--- src/rtl/note_sample_counter.sv ---
// Phase accumulator and sample counter for one note: walks the sample memory
// region at note_step per increment and flags count_done after note_len samples.
module note_sample_counter #(
   parameter int unsigned ADDR_W = 20,
   parameter int unsigned FRAC_W = 8,
   parameter int unsigned STEP_W = 16,
   parameter int unsigned CNT_W  = 16
) (
   input  logic              Clk,
   input  logic              Reset,
   input  logic              new_note,
   input  logic [ADDR_W-1:0] note_start_addr,
   input  logic [CNT_W-1:0]  note_len,
   input  logic [STEP_W-1:0] note_step,
   input  logic              increment,
   input  logic              count_inc,
   input  logic              done_in,
   output logic              count_done,
   output logic              busy,
   output logic [ADDR_W-1:0] sample_addr,
   output logic [FRAC_W-1:0] sample_frac,
   output logic              addr_valid
);

   localparam int unsigned PH_W = ADDR_W + FRAC_W;

   typedef enum logic [1:0] {
      IDLE     = 2'd0,
      ACTIVE   = 2'd1,
      FINISHED = 2'd2
   } state_t;

   state_t             state;
   logic [PH_W-1:0]    phase;
   logic [CNT_W-1:0]   count;
   logic [CNT_W-1:0]   len_r;
   logic [STEP_W-1:0]  step_r;
   logic               first_pend;
   logic [CNT_W-1:0]   count_nxt;
   logic [PH_W-1:0]    step_ext;

   always_comb begin
      count_nxt = count + 1'b1;
      step_ext  = '0;
      step_ext[STEP_W-1:0] = step_r;
   end

   always_ff @(posedge Clk) begin
      if (Reset) begin
         state      <= IDLE;
         phase      <= '0;
         count      <= '0;
         len_r      <= '0;
         step_r     <= '0;
         first_pend <= 1'b0;
         count_done <= 1'b0;
         addr_valid <= 1'b0;
      end else begin
         addr_valid <= done_in && (state != IDLE);
         if (new_note) begin
            // Starting a note overrides any strobes arriving in the same cycle.
            state      <= ACTIVE;
            phase      <= {note_start_addr, {FRAC_W{1'b0}}};
            count      <= '0;
            len_r      <= (note_len == '0) ? CNT_W'(1) : note_len;
            step_r     <= note_step;
            first_pend <= 1'b1;
            count_done <= 1'b0;
         end else if (state == ACTIVE) begin
            if (increment) begin
               if (first_pend)
                  first_pend <= 1'b0;
               else
                  phase <= phase + step_ext;
            end
            if (count_inc) begin
               count <= count_nxt;
               if (count_nxt == len_r) begin
                  count_done <= 1'b1;
                  state      <= FINISHED;
               end
            end
         end
      end
   end

   assign busy        = (state == ACTIVE);
   assign sample_addr = phase[PH_W-1:FRAC_W];
   assign sample_frac = phase[FRAC_W-1:0];

endmodule

--- config.mk ---
export PLATFORM = sky130hd
export DESIGN_NAME = note_sample_counter
export DESIGN_NICKNAME = d
export VERILOG_FILES = /design/src/rtl/note_sample_counter.sv
export SDC_FILE = /design/constraint.sdc
export NUM_CORES = 1
export LEC_CHECK = 0
export ABC_AREA = 1
export BUFFER_PORTS_ARGS = -buffer_cell sky130_fd_sc_hd__buf_2
export CORE_MARGIN = 2
export CORE_UTILIZATION = 57
export CTS_CLUSTER_SIZE = 20
export DETAILED_ROUTE_END_ITERATION = 10
export PLACE_DENSITY = 0.89
export SETUP_SLACK_MARGIN = 0.4
export SYNTH_ARGS = -nofsm -noshare
export SYNTH_HDL_FRONTEND = slang
export SYNTH_SLANG_ARGS = --single-unit
--- constraint.sdc ---
create_clock -name Clk -period 2.3 [get_ports Clk]
set_input_delay 0.23 -clock Clk [delete_from_list [all_inputs] [get_ports Clk]]
set_output_delay 0.23 -clock Clk [all_outputs]
set_load 0.02 [all_outputs]
==> metrics <==
switching part of the total 30.9%; met2 WL post-DR 7.97 mm; initial DRC count 398; crit-path max FO 3; cell area after synthesis 5060 sq um; DP HPWL 10.5 mm; CTS clk-pin slew, worst paths 90 ps; commonest cells in the netlist nand2_1 (178), inv_1 (109), dfxtp_1 (80); number of fill cells 666; gp weighted congestion 0.934; Sink Count 80; Synth async-reset ratio 0%; Buffers on Ports 88; Initial Utilization 58.4%; Die ar. 9660 sq um; Max-Cap Viols 0; RSZ-0062 raised after global routing true; Post-Route Setup TNS 0 ps; fmax 0.513 GHz; worst vdd ir 0.357 mV; critical path class reg2reg; hold path cells 2; drt first pass iters 6; maximum level of the CTS H-tree 3; core area 8680 sq um; first-pass GRT wire length 23.5 mm; startpoint types register; register share of total power 47.5%; hold crit path type in2reg; Data arrival, critical path 2190 ps; Leak Pwr 2.94 nW; final hold vios 0; Least-Margin Pin Slew 624 ps; total design power 3.21 mW; CTS tree yes; Top Layer Used met4; Most used DFF post-synth dfxtp_1; I/O pin count 89; met3 wire len 1.16 mm; Setup Skew 10.9 ps; final net count 952; register bit total from synthesis 80; Power Density 510 nW/um^2; Slew Limit Fails 0; top-area cell type share of the netlist area 31.6%; ratio of cells with drive above 1 in the final layout 27.0%; Yosys warnings 0; largest net degree at the start of global routing 29; Yosys cell types 45; worst hold endpoint step_r[5]$_SDFFE_PP0P_; Final Setup Violations 0; Reg-to-Reg Start phase[0]$_SDFFE_PP0P_; WHS 65.8 ps; fin crit share 84.7%; placed cell count 961; sequential-to-total area share from yosys stat 31.6%; Synth Net Count 854; Layout area overhead 24.4%; Horiz. Die Dim 98.3 um; reg-to-reg setup timing slack 350 ps; capturing point of the worst reg2reg path phase[18]$_SDFFE_PP0P_; Antenna Violating Nets Remaining 0; vias in the first global route 5219; Vert. Die Dim 98.3 um; initial antenna violation count 0; Clk pwr share 33.9%; GR Overflow Total 0; switching power 994 uW; Internal 2.22 mW; routed vias 5699; CTS max path bufs 2; DRT Wirelength 15.7 mm; final instance area 6300 sq um; hold path start note_step[5]; Post-Route M1 WL 5.97 mm; Cells after Synth 778; root buf cell clkbuf_8; # rows 34; Avg Inst Size Synth 6.51 sq um; Vias/cell 5.77; Tot GR Track Use 29.6%; fin crit period 1950 ps; R2R cell count 14; latest clock arrival within the worst-skew pair 370 ps; required time worst endpoint 2540 ps; total CTS buffers 9; slew margin rel. 58.0%; Cell Area, Placed 5660 sq um; status finished clean; synth top area cells dfxtp_1 (32%), nand2_1 (13%), inv_1 (8.1%), nand3_1 (7.8%), o21ai_0 (5.7%); n_diodes 0; cell taking the most area after synthesis dfxtp_1; Post-synth EDFFs 0; WL per Instance 15.9 um; combinational power share 18.6%; final non-filler cell total 988; top-count cell post-synth nand2_1; # hold bufs at CTS 0; CP Capture Type register; DRC violations left 0
[critical path, stage by stage (launching register included)]
cell      delay (ps)
dfxtp_4          370
ha_4             130
inv_2             30
fa_2             320
nand3b_1         180
nand2_2          110
nand2_2           60
nand2_2           80
inv_2             60
o21ai_4          170
nand2_2           80
nand2_1           60
nand2_1           50
nand3_1           60
a21oi_1           60
[timing repair]
item                                    4_1_cts  5_1_grt
pin swaps                                     6       23
endpoints found under the setup margin       15       29
resized for setup                            14       82
buffers inserted                              3        8
cloned                                        0        1
[metrics by stage]
stage                     utilization [%]  setup slack, ps
after floorplan                         -              405
after global placement               65.2              270
after detailed placement             65.2              227
after CTS                            68.0              359
after global routing                 72.6              227
final                                72.6              352
[worst max path at each step]
stage | start | end | slack, ps | cells after the start
3_5_place_dp | phase[2]$_SDFFE_PP0P_ | phase[9]$_SDFFE_PP0P_ | 230 | 8
4_1_cts | phase[0]$_SDFFE_PP0P_ | phase[18]$_SDFFE_PP0P_ | 360 | 14
2_1_floorplan | phase[0]$_SDFFE_PP0P_ | phase[18]$_SDFFE_PP0P_ | 410 | 14
5_1_grt | step_r[0]$_SDFFE_PP0P_ | phase[18]$_SDFFE_PP0P_ | 230 | 14
3_3_place_gp | phase[2]$_SDFFE_PP0P_ | phase[9]$_SDFFE_PP0P_ | 270 | 8
6_report | phase[0]$_SDFFE_PP0P_ | phase[18]$_SDFFE_PP0P_ | 350 | 14
[final cells by class]
type | instances | area (sq um) | share of cell area [%]
clock buffers | 11 | 141 | 2.24
repair buffers | 108 | 603 | 9.57
multi-input cells | 564 | 3320 | 52.7
inverters | 113 | 424 | 6.73
clock inverters | 4 | 53.8 | 0.854
well taps | 108 | 135 | 2.14
flip-flops and latches | 80 | 1620 | 25.8
[cell usage in the layout (no fill, tap or decap), drive strengths merged, types with 9 or more instances in the layout]
cell type	instances
nor3	9
buf	108
dfxtp	80
nand4	15
inv	111
a22o	20
ha	17
nor2	79
a21oi	49
o21ai	59
nand2	189
clkbuf	11
nand3	82
[power groups by stage]
stage / Clock, mW / Combinational, mW / Sequential [mW]
floorplan: 0 / 0.323 / 1.56
global placement: 0 / 0.515 / 1.54
detailed placement: 0 / 0.525 / 1.55
CTS: 1.07 / 0.533 / 1.52
global route: 1.13 / 0.652 / 1.54
finish: 1.09 / 0.598 / 1.53
[per-layer routing]
layer / track usage [%] / up-vias
met5: 0 / -
met4: 12.5 / 0
met3: 4.80 / 56
met2: 53.0 / 283
met1: 35.0 / 2606
li1: - / 2754
[logic make-up after synthesis]
| kind of cell | share of synthesized area [%] |
|---|---|
| buf+inv | 10.3 |
| compound gates | 17.4 |
| xor+xnor | 0.865 |
| simple gates | 35.3 |
| fa+ha+maj | 4.59 |
| flops | 31.6 |
[registers in the layout (all words and copies together) (netlist names)]
register    flops
state           2
len_r          16
step_r         16
addr_valid      1
first_pend      1
phase          28
count          16
Power figures use the tool's default switching activity.
